**config.mk**
```make
export PLATFORM = sky130hd
export DESIGN_NAME = cp0_regfile_param
export DESIGN_NICKNAME = d
export VERILOG_FILES = /design/src/rtl/cp0_pkg.sv /design/src/rtl/cp0_random_wired.sv /design/src/rtl/cp0_regfile_param.sv
export SDC_FILE = /design/constraint.sdc
export NUM_CORES = 1
export LEC_CHECK = 0
export ABC_AREA = 1
export CAP_MARGIN = 20
export CORE_MARGIN = 4
export CORE_UTILIZATION = 40
export CTS_CLUSTER_DIAMETER = 80
export DETAILED_ROUTE_END_ITERATION = 6
export PLACE_DENSITY = 0.7
export SYNTH_ARGS = -nofsm -noshare
export SYNTH_HDL_FRONTEND = slang
export SYNTH_SLANG_ARGS = --single-unit
```
**constraint.sdc**
```tcl
create_clock -name clk -period 2.21 [get_ports clk]
set_input_delay 0.221 -clock clk [delete_from_list [all_inputs] [get_ports clk]]
set_output_delay 0.221 -clock clk [all_outputs]
set_load 0.02 [all_outputs]
```
**src/rtl/cp0_pkg.sv**
```systemverilog
// Shared CP0 definitions: register numbers, exception codes, fixed Config value
// and the {reg,sel} address helpers used by the parametrised register file.
package cp0_pkg;

  localparam logic [4:0] CR_INDEX    = 5'd0;
  localparam logic [4:0] CR_RANDOM   = 5'd1;
  localparam logic [4:0] CR_ENTRYLO0 = 5'd2;
  localparam logic [4:0] CR_ENTRYLO1 = 5'd3;
  localparam logic [4:0] CR_WIRED    = 5'd6;
  localparam logic [4:0] CR_BADVADDR = 5'd8;
  localparam logic [4:0] CR_COUNT    = 5'd9;
  localparam logic [4:0] CR_ENTRYHI  = 5'd10;
  localparam logic [4:0] CR_COMPARE  = 5'd11;
  localparam logic [4:0] CR_STATUS   = 5'd12;
  localparam logic [4:0] CR_CAUSE    = 5'd13;
  localparam logic [4:0] CR_EPC      = 5'd14;
  localparam logic [4:0] CR_PRID     = 5'd15;
  localparam logic [4:0] CR_CONFIG   = 5'd16;

  localparam logic [4:0] EX_INT  = 5'd0;
  localparam logic [4:0] EX_MOD  = 5'd1;
  localparam logic [4:0] EX_TLBL = 5'd2;
  localparam logic [4:0] EX_TLBS = 5'd3;
  localparam logic [4:0] EX_ADEL = 5'd4;
  localparam logic [4:0] EX_ADES = 5'd5;
  localparam logic [4:0] EX_SYS  = 5'd8;
  localparam logic [4:0] EX_BP   = 5'd9;
  localparam logic [4:0] EX_RI   = 5'd10;
  localparam logic [4:0] EX_OV   = 5'd12;

  // M=1, MT=TLB, K0=3 (cacheable)
  localparam logic [31:0] CONFIG0_VAL = 32'h8000_0083;

  function automatic logic [7:0] c0_addr(input logic [4:0] r, input logic [2:0] s);
    return {r, s};
  endfunction

  function automatic logic is_badvaddr_exc(input logic [4:0] code);
    return (code >= EX_MOD) && (code <= EX_ADES);
  endfunction

  function automatic logic is_tlb_exc(input logic [4:0] code);
    return (code >= EX_MOD) && (code <= EX_TLBS);
  endfunction

endpackage

```
**src/rtl/cp0_random_wired.sv**
```systemverilog
// Random/Wired pair: Random walks down from TLBNUM-1 to Wired, then wraps back;
// a Wired write restarts the walk from the top.
module cp0_random_wired
  import cp0_pkg::*;
#(
  parameter int TLBNUM = 16,
  localparam int IDXW = $clog2(TLBNUM)
) (
  input  logic            clk,
  input  logic            reset,
  input  logic            wired_we_i,
  input  logic [IDXW-1:0] wired_wdata_i,
  output logic [IDXW-1:0] random_o,
  output logic [IDXW-1:0] wired_o
);

  localparam logic [IDXW-1:0] TOP = IDXW'(TLBNUM - 1);

  logic [IDXW-1:0] random_q, random_d;
  logic [IDXW-1:0] wired_q, wired_d;

  always_comb begin
    wired_d  = wired_q;
    random_d = random_q - 1'b1;
    if (wired_we_i) begin
      wired_d  = wired_wdata_i;
      random_d = TOP;
    end else if ((wired_q >= TOP) || (random_q <= wired_q)) begin
      // Reload one cycle after reaching Wired; a full Wired pins Random at the top.
      random_d = TOP;
    end
  end

  always_ff @(posedge clk) begin
    if (reset) begin
      random_q <= TOP;
      wired_q  <= '0;
    end else begin
      random_q <= random_d;
      wired_q  <= wired_d;
    end
  end

  assign random_o = random_q;
  assign wired_o  = wired_q;

endmodule

```
**src/rtl/cp0_regfile_param.sv**
```systemverilog
// Parametrised CP0 register file beside WB: exceptions, eret, mtc0/mfc0, TLB op results,
// Count/Compare timer. Define CP0_CONFIG_EN to expose read-only Config (16,0) and Config1 (16,1).
module cp0_regfile_param
  import cp0_pkg::*;
#(
  parameter int          TLBNUM    = 16,
  parameter int          COUNT_DIV = 2,
  parameter logic [31:0] PRID_VAL  = 32'h0000_4220,
  localparam int         IDXW      = $clog2(TLBNUM)
) (
  input  logic            clk,
  input  logic            reset,
  input  logic            mtc0_we,
  input  logic [7:0]      c0_raddr,
  input  logic [31:0]     c0_wdata,
  input  logic            wb_ex,
  input  logic            wb_bd,
  input  logic [4:0]      wb_excode,
  input  logic [31:0]     wb_pc,
  input  logic [31:0]     wb_badvaddr,
  input  logic            eret_flush,
  input  logic [5:0]      ext_int_in,
  input  logic            tlbp,
  input  logic            tlbp_found,
  input  logic [IDXW-1:0] tlbp_index,
  input  logic            tlbr,
  input  logic [31:0]     r_entryhi,
  input  logic [31:0]     r_entrylo0,
  input  logic [31:0]     r_entrylo1,
  output logic [31:0]     rdata,
  output logic [31:0]     c0_epc,
  output logic            has_int,
  output logic [31:0]     c0_entryhi,
  output logic [31:0]     c0_entrylo0,
  output logic [31:0]     c0_entrylo1,
  output logic [31:0]     c0_index,
  output logic [IDXW-1:0] c0_random
);

  localparam int              PW        = (COUNT_DIV > 1) ? $clog2(COUNT_DIV) : 1;
  localparam logic [PW-1:0]   PRESC_MAX = PW'(COUNT_DIV - 1);

  logic            we_index, we_lo0, we_lo1, we_wired, we_count;
  logic            we_ehi, we_compare, we_status, we_cause, we_epc;

  assign we_index   = mtc0_we && (c0_raddr == c0_addr(CR_INDEX, 3'd0));
  assign we_lo0     = mtc0_we && (c0_raddr == c0_addr(CR_ENTRYLO0, 3'd0));
  assign we_lo1     = mtc0_we && (c0_raddr == c0_addr(CR_ENTRYLO1, 3'd0));
  assign we_wired   = mtc0_we && (c0_raddr == c0_addr(CR_WIRED, 3'd0));
  assign we_count   = mtc0_we && (c0_raddr == c0_addr(CR_COUNT, 3'd0));
  assign we_ehi     = mtc0_we && (c0_raddr == c0_addr(CR_ENTRYHI, 3'd0));
  assign we_compare = mtc0_we && (c0_raddr == c0_addr(CR_COMPARE, 3'd0));
  assign we_status  = mtc0_we && (c0_raddr == c0_addr(CR_STATUS, 3'd0));
  assign we_cause   = mtc0_we && (c0_raddr == c0_addr(CR_CAUSE, 3'd0));
  assign we_epc     = mtc0_we && (c0_raddr == c0_addr(CR_EPC, 3'd0));

  logic            index_p_q, index_p_d;
  logic [IDXW-1:0] index_q, index_d;
  logic [18:0]     vpn2_q, vpn2_d;
  logic [7:0]      asid_q, asid_d;
  logic [25:0]     lo0_q, lo0_d, lo1_q, lo1_d;
  logic [31:0]     badvaddr_q, badvaddr_d;
  logic [31:0]     count_q, count_d, compare_q, compare_d;
  logic [PW-1:0]   presc_q, presc_d;
  logic            tick_q, tick_d;
  logic [7:0]      im_q, im_d;
  logic            exl_q, exl_d, ie_q, ie_d;
  logic            bd_q, bd_d, ti_q, ti_d;
  logic [5:0]      iphw_q, iphw_d;
  logic [1:0]      ipsw_q, ipsw_d;
  logic [4:0]      exc_q, exc_d;
  logic [31:0]     epc_q, epc_d;
  logic [IDXW-1:0] wired;
  logic            tlbr_g;

  assign tlbr_g = r_entrylo0[0] & r_entrylo1[0];

  cp0_random_wired #(.TLBNUM(TLBNUM)) u_random_wired (
    .clk           (clk),
    .reset         (reset),
    .wired_we_i    (we_wired),
    .wired_wdata_i (c0_wdata[IDXW-1:0]),
    .random_o      (c0_random),
    .wired_o       (wired)
  );

  // Sources are applied lowest priority first so later ones win on shared fields.
  always_comb begin
    index_p_d  = index_p_q;
    index_d    = index_q;
    vpn2_d     = vpn2_q;
    asid_d     = asid_q;
    lo0_d      = lo0_q;
    lo1_d      = lo1_q;
    badvaddr_d = badvaddr_q;
    compare_d  = compare_q;
    im_d       = im_q;
    exl_d      = exl_q;
    ie_d       = ie_q;
    bd_d       = bd_q;
    ipsw_d     = ipsw_q;
    exc_d      = exc_q;
    epc_d      = epc_q;

    if (we_status) begin
      im_d  = c0_wdata[15:8];
      exl_d = c0_wdata[1];
      ie_d  = c0_wdata[0];
    end
    if (we_cause)   ipsw_d    = c0_wdata[9:8];
    if (we_epc)     epc_d     = c0_wdata;
    if (we_index)   index_d   = c0_wdata[IDXW-1:0];
    if (we_lo0)     lo0_d     = c0_wdata[25:0];
    if (we_lo1)     lo1_d     = c0_wdata[25:0];
    if (we_compare) compare_d = c0_wdata;
    if (we_ehi) begin
      vpn2_d = c0_wdata[31:13];
      asid_d = c0_wdata[7:0];
    end

    if (we_count) begin
      count_d = c0_wdata;
      presc_d = '0;
      tick_d  = 1'b0;
    end else if (presc_q == PRESC_MAX) begin
      count_d = count_q + 32'd1;
      presc_d = '0;
      tick_d  = 1'b1;
    end else begin
      count_d = count_q;
      presc_d = presc_q + 1'b1;
      tick_d  = 1'b0;
    end

    // Only a freshly incremented Count may match, so Count=Compare=0 after reset stays quiet.
    ti_d = ti_q;
    if (we_compare)                          ti_d = 1'b0;
    else if (tick_q && count_q == compare_q) ti_d = 1'b1;
    iphw_d = {ext_int_in[5] | ti_q, ext_int_in[4:0]};

    if (tlbp) begin
      index_p_d = ~tlbp_found;
      if (tlbp_found) index_d = tlbp_index;
    end
    if (tlbr) begin
      vpn2_d = r_entryhi[31:13];
      asid_d = r_entryhi[7:0];
      lo0_d  = {r_entrylo0[25:1], tlbr_g};
      lo1_d  = {r_entrylo1[25:1], tlbr_g};
    end

    if (eret_flush) exl_d = 1'b0;

    if (wb_ex) begin
      exl_d = 1'b1;
      exc_d = wb_excode;
      if (!exl_q) begin
        bd_d  = wb_bd;
        epc_d = wb_bd ? (wb_pc - 32'd4) : wb_pc;
      end
      if (is_badvaddr_exc(wb_excode)) badvaddr_d = wb_badvaddr;
      if (is_tlb_exc(wb_excode))      vpn2_d     = wb_badvaddr[31:13];
    end
  end

  always_ff @(posedge clk) begin
    if (reset) begin
      index_p_q  <= 1'b0;
      index_q    <= '0;
      vpn2_q     <= '0;
      asid_q     <= '0;
      lo0_q      <= '0;
      lo1_q      <= '0;
      badvaddr_q <= '0;
      count_q    <= '0;
      compare_q  <= '0;
      presc_q    <= '0;
      tick_q     <= 1'b0;
      im_q       <= '0;
      exl_q      <= 1'b0;
      ie_q       <= 1'b0;
      bd_q       <= 1'b0;
      ti_q       <= 1'b0;
      iphw_q     <= '0;
      ipsw_q     <= '0;
      exc_q      <= '0;
      epc_q      <= '0;
    end else begin
      index_p_q  <= index_p_d;
      index_q    <= index_d;
      vpn2_q     <= vpn2_d;
      asid_q     <= asid_d;
      lo0_q      <= lo0_d;
      lo1_q      <= lo1_d;
      badvaddr_q <= badvaddr_d;
      count_q    <= count_d;
      compare_q  <= compare_d;
      presc_q    <= presc_d;
      tick_q     <= tick_d;
      im_q       <= im_d;
      exl_q      <= exl_d;
      ie_q       <= ie_d;
      bd_q       <= bd_d;
      ti_q       <= ti_d;
      iphw_q     <= iphw_d;
      ipsw_q     <= ipsw_d;
      exc_q      <= exc_d;
      epc_q      <= epc_d;
    end
  end

  logic [31:0] status_val, cause_val;
  assign status_val  = {9'b0, 1'b1, 6'b0, im_q, 6'b0, exl_q, ie_q};
  assign cause_val   = {bd_q, ti_q, 14'b0, iphw_q, ipsw_q, 1'b0, exc_q, 2'b0};

  assign c0_epc      = epc_q;
  assign c0_entryhi  = {vpn2_q, 5'b0, asid_q};
  assign c0_entrylo0 = {6'b0, lo0_q};
  assign c0_entrylo1 = {6'b0, lo1_q};
  assign c0_index    = {index_p_q, {(31 - IDXW){1'b0}}, index_q};
  assign has_int     = (|({iphw_q, ipsw_q} & im_q)) & ie_q & ~exl_q;

  always_comb begin
    rdata = '0;
    case (c0_raddr)
      c0_addr(CR_INDEX, 3'd0):    rdata = c0_index;
      c0_addr(CR_RANDOM, 3'd0):   rdata = {{(32 - IDXW){1'b0}}, c0_random};
      c0_addr(CR_ENTRYLO0, 3'd0): rdata = c0_entrylo0;
      c0_addr(CR_ENTRYLO1, 3'd0): rdata = c0_entrylo1;
      c0_addr(CR_WIRED, 3'd0):    rdata = {{(32 - IDXW){1'b0}}, wired};
      c0_addr(CR_BADVADDR, 3'd0): rdata = badvaddr_q;
      c0_addr(CR_COUNT, 3'd0):    rdata = count_q;
      c0_addr(CR_ENTRYHI, 3'd0):  rdata = c0_entryhi;
      c0_addr(CR_COMPARE, 3'd0):  rdata = compare_q;
      c0_addr(CR_STATUS, 3'd0):   rdata = status_val;
      c0_addr(CR_CAUSE, 3'd0):    rdata = cause_val;
      c0_addr(CR_EPC, 3'd0):      rdata = epc_q;
      c0_addr(CR_PRID, 3'd0):     rdata = PRID_VAL;
`ifdef CP0_CONFIG_EN
      c0_addr(CR_CONFIG, 3'd0):   rdata = CONFIG0_VAL;
      c0_addr(CR_CONFIG, 3'd1):   rdata = {1'b0, 6'(TLBNUM - 1), 25'b0};
`else
`endif
      default:                    rdata = '0;
    endcase
  end

  logic unused_tlbr_bits;
  assign unused_tlbr_bits = ^{r_entryhi[12:8], r_entrylo0[31:26], r_entrylo1[31:26]};

endmodule

```
After elaboration in Yosys (flattened, before gate mapping):

Index checks and enable logic that the tools add are counted.

* flip-flop bits (word level): 247
* latch bits: 0
* memories: 0
* ROM bits: 0
* bits in writable memories: 0

* mux-type cells: 24
* equal/unequal tests: 13
* div/mod/pow operators: 0
* reductions and logical operators: 27
* shift operators: 0
* $mul: 0
* order comparisons: 5
* bitwise logic cells: 7
* $add $sub $neg: 4

Operator list (count)
* 32-bit one-hot mux with 13 select lines: 1
* 32-bit 2-to-1 mux: 6
* 26-bit 2-to-1 mux: 4
* 19-bit 2-to-1 mux: 4
* 8-bit by 7-bit == test with 1-bit output (second input constant): 8
* 32-bit by 1-bit adder with 32-bit output (second input constant): 1
* 32-bit == test: 1
* 32-bit by 3-bit subtractor with 32-bit output (second input constant): 1
* 8-bit by 5-bit == test with 1-bit output (second input constant): 2
* 8-bit 2-to-1 mux: 2
* 1-bit logical AND: 13
* 4-bit 2-to-1 mux: 3
* 8-bit AND: 1
* 8-bit by 4-bit == test with 1-bit output (second input constant): 1
* 8-bit by 6-bit == test with 1-bit output (second input constant): 1
* 8-bit zero test: 1
* 2-bit nonzero test: 4
* 8-bit OR reduction: 1
* 3-bit OR reduction: 2
* 5-bit by 1-bit greater-or-equal comparator with 1-bit output (second input constant): 1
* 5-bit by 2-bit less-or-equal comparator with 1-bit output (second input constant): 1
* 5-bit by 3-bit less-or-equal comparator with 1-bit output (second input constant): 1
* 4-bit greater-or-equal comparator (second input constant): 1
* 4-bit less-or-equal comparator: 1
* other kinds (10): 18

Longest topological paths before layout:

Gate-level depths: netlist of the first run.

* word-level depth: 6
* depth in mapped cells: 13
* gate-level depth less buffers: 13

Hierarchy:

Synthesis of the first run repeated with hierarchy kept, for this count alone.

* cells, all modules: 2251
* area, all modules: 14337.5 sq um

By module, submodules not included
* cp0_regfile_param: seq. area each 4784.6 sq um, cells an instance 2196, instances 1, area each 13928.4 sq um
* cp0_random_wired: seq. area each 160.2 sq um, cells an instance 55, instances 1, area each 409.1 sq um

Least setup slack after synthesis of the first run:

OpenSTA, ideal clock, no wires.

* path type: in2out
* from: in c0_raddr[1]
* to: out rdata[18]
* slack: 0.478 ns
* arrival: 1.511 ns
* stages: 6
* required time: 1.989 ns
* path through: nor2_4 nand3_4 nor2_2 inv_2 buf_2 o2111ai_1

* cells in the longest elaborated chain, start to end: 2
* elaborated cells between the ends (all ways): 14
* classes of those cells: eq/ne (12); mux (1); reduce/logical (1)

RTL lines
* start: declaration: RTL line cp0_regfile_param.sv:14 `input logic [7:0] c0_raddr,`
* 8-bit by 7-bit == test with 1-bit output, or another cell as far along: RTL line cp0_regfile_param.sv:225 `case (c0_raddr)`
* 32-bit one-hot mux with 13 select lines *: RTL line cp0_regfile_param.sv:225
* end: declaration: RTL line cp0_regfile_param.sv:30 `output logic [31:0] rdata,`

Every way passes the cells marked *; elsewhere a longest branch is shown, timed or not.

Worst setup path after layout of the first run:

* from: in c0_raddr[1]
* to: out rdata[31]

The elaborated chain is that of the path after synthesis.

==> results of run 1 <==
## area by class of cell
type                       count  area [um^2]
timing repair buffer         555         5225
clock buffer                  36        793.3
sequential                   247         4945
fill                        3311        14190
inverter                     261        994.7
antenna                        1        2.502
multi-input combinational   1529         7790
clock inverter                20        284.0
tap                          455        569.3
## state kept, by name, indices dropped and copies added (netlist names), 2 cells and up
signal,count
index_q,4
iphw_q,6
u_random_wired.wired_o,4
lo1_q,26
vpn2_q,19
lo0_q,26
c0_epc,32
exc_q,5
ipsw_q,2
badvaddr_q,32
compare_q,32
count_q,32
im_q,8
u_random_wired.random_o,4
asid_q,8
## per-stage QoR
| step | hold slack [ps] | cells | power [mW] | cell area, um^2 | TNS (ps) |
|---|---|---|---|---|---|
| after floorplan | 328.0 | 2188 | 5.850 | 14350 | 0 |
| after global placement | 455.0 | 3030 | 7.088 | 19130 | -48750 |
| after detailed placement | 456.7 | 3030 | 7.096 | 19130 | -52210 |
| after CTS | 85.67 | 3099 | 12.46 | 20540 | -104.4 |
| after global routing | 110.7 | 3104 | 12.82 | 20600 | -27.20 |
| final | 95.49 | 3104 | 12.53 | 20600 | 0 |
## path summary, 6_finish.rpt
check                                     from             end
worst max-delay path               c0_raddr[1]       rdata[31]
worst min-delay path                      tlbr       asid_q[1]
worst max register to register      count_q[0]     count_q[28]
worst min register to register  badvaddr_q[31]  badvaddr_q[31]
## kinds of logic after synthesis
family | count (synthesis) | synth area share
buffers and inverters | 412 | 0.1315
flip-flops | 247 | 0.3486
AO/OA/AOI/OAI | 639 | 0.2484
XOR/XNOR | 30 | 0.01852
adder cells (fa/ha/maj) | 7 | 0.006174
AND/OR/NAND/NOR | 809 | 0.2466
other | 1 | 0.0002643
## routing by layer
layer | wire length [um] | vias to the layer above | track usage
met5 | 28 | - | 0
met4 | 4651 | 6 | 0.1815
met3 | 8320 | 230 | 0.1060
met2 | 34340 | 1063 | 0.5889
met1 | 31140 | 8338 | 0.5016
li1 | - | 8051 | -
## placed cells by master (no fill, tap or decap), drive strengths merged, types with 7 or more instances in the layout
| cell type | instances |
|---|---|
| a211oi | 8 |
| a21oi | 274 |
| a221oi | 8 |
| a31oi | 27 |
| a32oi | 7 |
| buf | 225 |
| clkbuf | 40 |
| clkdlybuf4s15 | 7 |
| clkdlybuf4s50 | 316 |
| clkinv | 13 |
| conb | 44 |
| dfxtp | 247 |
| ha | 7 |
| inv | 259 |
| nand2 | 462 |
| nand3 | 94 |
| nand4 | 28 |
| nor2 | 193 |
| nor3 | 25 |
| o211ai | 14 |
| o21ai | 224 |
| o221ai | 7 |
| o22ai | 51 |
| xor2 | 27 |
## what timing repair did
item                       CTS  global route
resized for setup          173            39
cloned                       2             0
pin swaps                   14            14
setup endpoints to repair   33            26
setup buffers               16             4
## power groups by stage
| stage | combinational (mW) | sequential, mW | clock [mW] |
|---|---|---|---|
| 2_1_floorplan | 0.802 | 5.05 | 0 |
| 3_3_place_gp | 2.08 | 5.01 | 0 |
| 3_5_place_dp | 2.10 | 5.00 | 0 |
| 4_1_cts | 2.12 | 4.91 | 5.42 |
| 5_1_grt | 2.28 | 4.93 | 5.61 |
| 6_report | 2.16 | 4.92 | 5.44 |
## worst max-delay path, stage by stage
cell and delay (ps):
clkdlybuf4s15_1 190, nor2_4 180, nand3_4 120, buf_8 170, nor2_4 90, inv_2 70, buf_6 140, buf_8 150
o21ai_4 150, nor2_2 60, buf_4 150, nand4_1 120, buf_6 140
==> summary.md, run 1 <==
| Metric | Value |
|---|---|
| RD Place Congestion | `approximately 1.1` |
| Crit-path max FO | `7` |
| Share of cells above drive strength 1 | `0.1458` |
| Vias per Instance | `approximately 5.7` |
| Core region area | `approximately 0.035 mm^2` |
| Critical Path RT | `between 1500 and 2000 ps` |
| Status | `finished, final reports clean` |
| Sequential share of power | `0.393` |
| Setup slack, reg-to-reg | `around 250 ps` |
| # Max-Cap Violations | `0` |
| Switch share | `0.2936` |
| Layout Utilization | `0.5921` |
| First-pass GRT wire length | `approximately 110000 um` |
| Htree depth | `1` |
| Die extent in y | `approximately 200 um` |
| Final Cycle Share | `0.9939` |
| Die area | `about 0.039 mm^2` |
| Most frequent cell after synthesis | `nand2_1` |
| Crit Path Class | `primary input to output pin` |
| Setup violations, final | `0` |
| Synth top area cells | `dfxtp_1 35%, nand2_1 12%, a21oi_1 9.4%` |
| DR WL/cell | `between 20 and 30 um` |
| Cell Int Power | `~8.9 mW` |
| Synth top cells by count | `449 x nand2_1, 266 x a21oi_1, 248 x inv_1` |
| Fmax | `about 460 MHz` |
| Initial core utilization | `0.4077` |
| Final HPWL DP | `around 64000 um` |
| Fin crit period | `approximately 2200 ps` |
| Final wirelength | `78480 um` |
| Hold Path Depth | `3` |
| TritonCTS clock tree | `built` |
| RSZ-0062 raised after global routing | `yes` |
| Cells after Synth | `roughly 2100` |
| Post-synth EDFFs | `0` |
| Crit end category | `output pin` |
| Post-Route Skew | `21.94 ps` |
| Synth area leader | `dfxtp_1` |
| Top_reg_cell synth | `dfxtp_1` |
| Async SR Flop Fraction | `0` |
| Setup ws final | `13.47 ps` |
| Arr. time, crit path | `1980 ps` |
| Cts hold-fix bufs | `0` |
| CTS Buf Count | `30` |
| Comb pwr share | `0.173` |
| DRT iter0 DRCs | `1950` |
| Static Leak | `around 8.6 nW` |
| Largest net degree at the start of global routing | `between 50 and 60` |
| Worst skew pair latency | `slightly below 600 ps` |
| Row cnt | `68` |
| Layout net count | `about 2900` |
| Crit path launch type | `primary input` |
| Clock share of power | `0.434` |
| Worst-case reg-to-reg path depth | `9` |
| YS warnings | `0` |
| Initial antenna violation count | `5` |
| DRC Markers | `0` |
| Slew headroom | `0.5182` |
| Post-Syn Area | `between 0.01 and 0.015 mm^2` |
| IO buf count | `~360` |
| Pwr dens | `608.2 mW/mm^2` |
| Worst Max-Slew Pin Slew | `between 700 and 800 ps` |
| Drt pass-1 iters | `6` |
| Max-slew violations | `0` |
| GRT Resource Usage Total | `0.3839` |
| Final hold vios | `0` |
| Dpl ws | `-704.5 ps` |
| DRT antenna net count | `0` |
| Root Buffer | `clkbuf_16` |
| Yosys cell types | `50` |
| #FFs+latches synth | `around 250` |
| Clock slew at reported path FFs | `around 70 ps` |
| Hold Crit Class | `primary input to flip-flop` |
| Yosys top cell area share | `0.3486` |
| Via count | `about 18000` |
| Io pins | `approximately 420` |
| Vias in the first global route | `roughly 17000` |
| Switching power | `around 3.7 mW` |
| Syn avg cell area | `between 6 and 7 um^2` |
| Worst ir drop on vdd | `around 880 uV` |
| Grt total ovfl | `0` |
| Clock Sinks | `247` |
| Sequential element share of the synthesized area | `0.3486` |
| Layout area overhead | `45.24%` |
| Clock Path Buffers | `3` |
| Width of the die | `about 200 um` |
Note: power is estimated with default switching activity, not from simulation.
==> run 2, diff against run 1 <==
CORE_MARGIN = not set   (was 4)
==> run 2 against run 1 <==
Setup slack improved by 25 ps. Final cell count decreased by 0.77%. Fmax increased by 1.1%. Routed wire length decreased by 4.8%. Critical path depth decreased by 1. Die area decreased by 6.0%. Design area decreased by 1.4%.
==> summary.md, run 2 (synthesis gave the netlist of run 1 again) <==
| Metric | Value |
|---|---|
| Arr. time, crit path | `1950 ps (-30 ps)` |
| Crit path launch type | `primary input` |
| Worst Max-Slew Pin Slew | `1013 ps (+293.0 ps)` |
| DR WL/cell | `24.26 um (-4.1%)` |
| Layout net count | `2836 (-0.67%)` |
| Initial antenna violation count | `0 (-5)` |
| Io pins | `421 (unchanged)` |
| Slew headroom | `0.3246 (-0.1936)` |
| Pwr dens | `579.9 mW/mm^2 (-4.7%)` |
| Clock slew at reported path FFs | `60 ps (about the same)` |
| Clock Path Buffers | `3 (unchanged)` |
| Layout area overhead | `43.20%` |
| Die area | `0.03622 mm^2 (-6.0%)` |
| Final Cycle Share | `0.9827 (-0.01119)` |
| Fin area | `0.02031 mm^2 (-1.4%)` |
| Width of the die | `190.3 um (-3.1%)` |
| Gr busiest metal | `met2` |
| RD Place Congestion | `1.033 (-6.0%)` |
| Setup ws final | `38.20 ps (+24.73 ps)` |
| Critical Path RT | `1990 ps (about the same)` |
| Row cnt | `68 (unchanged)` |
| Worst skew pair latency | `570 ps (about the same)` |
| DRC Markers | `0 (unchanged)` |
| DRT antenna net count | `0 (unchanged)` |
| Final hold vios | `0 (unchanged)` |
| Drt pass-1 iters | `7 (+1)` |
| Dpl ws | `-740.8 ps (-36.35 ps)` |
| GRT Resource Usage Total | `0.4012 (+0.01729)` |
| Setup violations, final | `0 (unchanged)` |
| Core region area | `0.03471 mm^2 (-0.24%)` |
| Grt total ovfl | `0 (unchanged)` |
| Via count | `17346 (-1.9%)` |
| Static Leak | `8.391 nW (-1.9%)` |
| Commonest non-fill, non-tap cell in the layout | `nand2_1` |
| Die extent in y | `190.3 um (-3.1%)` |
| CTS Buf Count | `29 (-3.3%)` |
| Met2 Use GR | `0.6166 (+0.02778)` |
| Hold Crit Class | `primary input to flip-flop` |
| First-pass GRT wire length | `106200 um (-4.3%)` |
| Fin crit period | `2172 ps (-24.73 ps)` |
| Crit-path max FO | `8 (+1)` |
| Post-Route Skew | `15.19 ps (-6.744 ps)` |
| Worst ir drop on vdd | `570.3 uV (-36%)` |
| Max-slew violations | `0 (unchanged)` |
| Clock Sinks | `247 (unchanged)` |
| Fmax | `460.4 MHz (+1.1%)` |
| Crit end category | `output pin` |
| Vias per Instance | `5.632 (-1.2%)` |
| IO buf count | `359 (unchanged)` |
| Met1 usage | `0.5383 (+0.03671)` |
| Htree depth | `1 (unchanged)` |
| Most frequent cells in the layout | `444 x nand2_1, 316 x clkdlybuf4s50_1, 259 x a21oi_1` |
| Final wirelength | `74720 um (-4.8%)` |
| Area post-placement | `0.01914 mm^2 (about the same)` |
| Share of cells above drive strength 1 | `0.1376 (-0.008194)` |
| Root Buffer | `clkbuf_16` |
| Layout fillers | `3427 (+3.5%)` |
| Vias in the first global route | `15978 (-5.4%)` |
| Final HPWL DP | `60220 um (-5.2%)` |
| Setup TNS | `0 ps (unchanged)` |
| Initial core utilization | `0.4087 (+0.0009992)` |
| Largest net degree at the start of global routing | `70 (+23%)` |
| RSZ-0062 raised after global routing | `yes` |
| Cts hold-fix bufs | `0 (unchanged)` |
| GR Layer Usage met3 | `0.08300 (-0.02296)` |
| TritonCTS clock tree | `built` |
| Status | `finished, final reports clean` |
| # Max-Cap Violations | `0 (unchanged)` |
| Crit Path Class | `primary input to output pin` |
| DRT iter0 DRCs | `1984 (+1.7%)` |
## run 2: worst paths after layout
check / startpoint / to / slack [ps] / cells after the start
max reg2reg: count_q[0] / count_q[29] / 250 / 10
min reg2reg: badvaddr_q[28] / badvaddr_q[28] / 450 / 2
min: reset / count_q[0] / 80 / 4
max: c0_raddr[1] / rdata[28] / 40 / 12
## run 2: timing repair
action | 4_1_cts | 5_1_grt
setup endpoints to repair | 33 | 22
cloned | 1 | 0
pin swaps | 15 | 8
buffers inserted | 9 | 2
resized for setup | 179 | 32
## run 2: report_power, final
| group | leakage, nW | total, mW | switching (mW) | internal, mW |
|---|---|---|---|---|
| Sequential | 2.02 | 4.93 | 0.274 | 4.66 |
| Combinational | 5.92 | 2.14 | 1.21 | 0.928 |
| Clock | 0.446 | 4.71 | 2.03 | 2.68 |
## run 2: final cells by class
cell class,instances,area (um^2),share of cell area
Inverter,261,991.0,0.04878
Timing Repair Buffer,536,5115,0.2518
Clock inverter,8,72.57,0.003572
Antenna cell,1,2.502,0.0001232
Sequential cell,247,4945,0.2434
Tap cell,455,569.3,0.02802
Multi-Input combinational cell,1529,7790,0.3835
Timing Repair inverter,1,5.005,0.0002464
Clock buffer,42,824.5,0.04059
## run 2: critical path, stage by stage
cell           delay (ps)
dlygate4sd2_1         250
nor2_4                160
nand3_4               170
buf_6                 190
nor2_8                150
buf_12                140
nand2_1                50
o21ai_0                90
buf_4                 180
a21oi_4                50
o221ai_1               90
buf_4                 180
## run 2: metrics by stage
step / power (mW) / hold WS [ps] / instances / utilization
after floorplan: 5.850 / 328.0 / 2188 / -
after global placement: 7.090 / 434.8 / 3019 / 0.5514
after detailed placement: 7.094 / 441.2 / 3019 / 0.5514
after CTS: 11.73 / 59.33 / 3077 / 0.5839
after global routing: 12.10 / 119.2 / 3079 / 0.5851
final: 11.78 / 77.93 / 3080 / 0.5852
## run 2: layer usage
metal  vias up  routed length [um]
li1       7991                   -
met1      8106               30410
met2      1052               32930
met3       197                7683
met4         0                3698
met5         -                   0
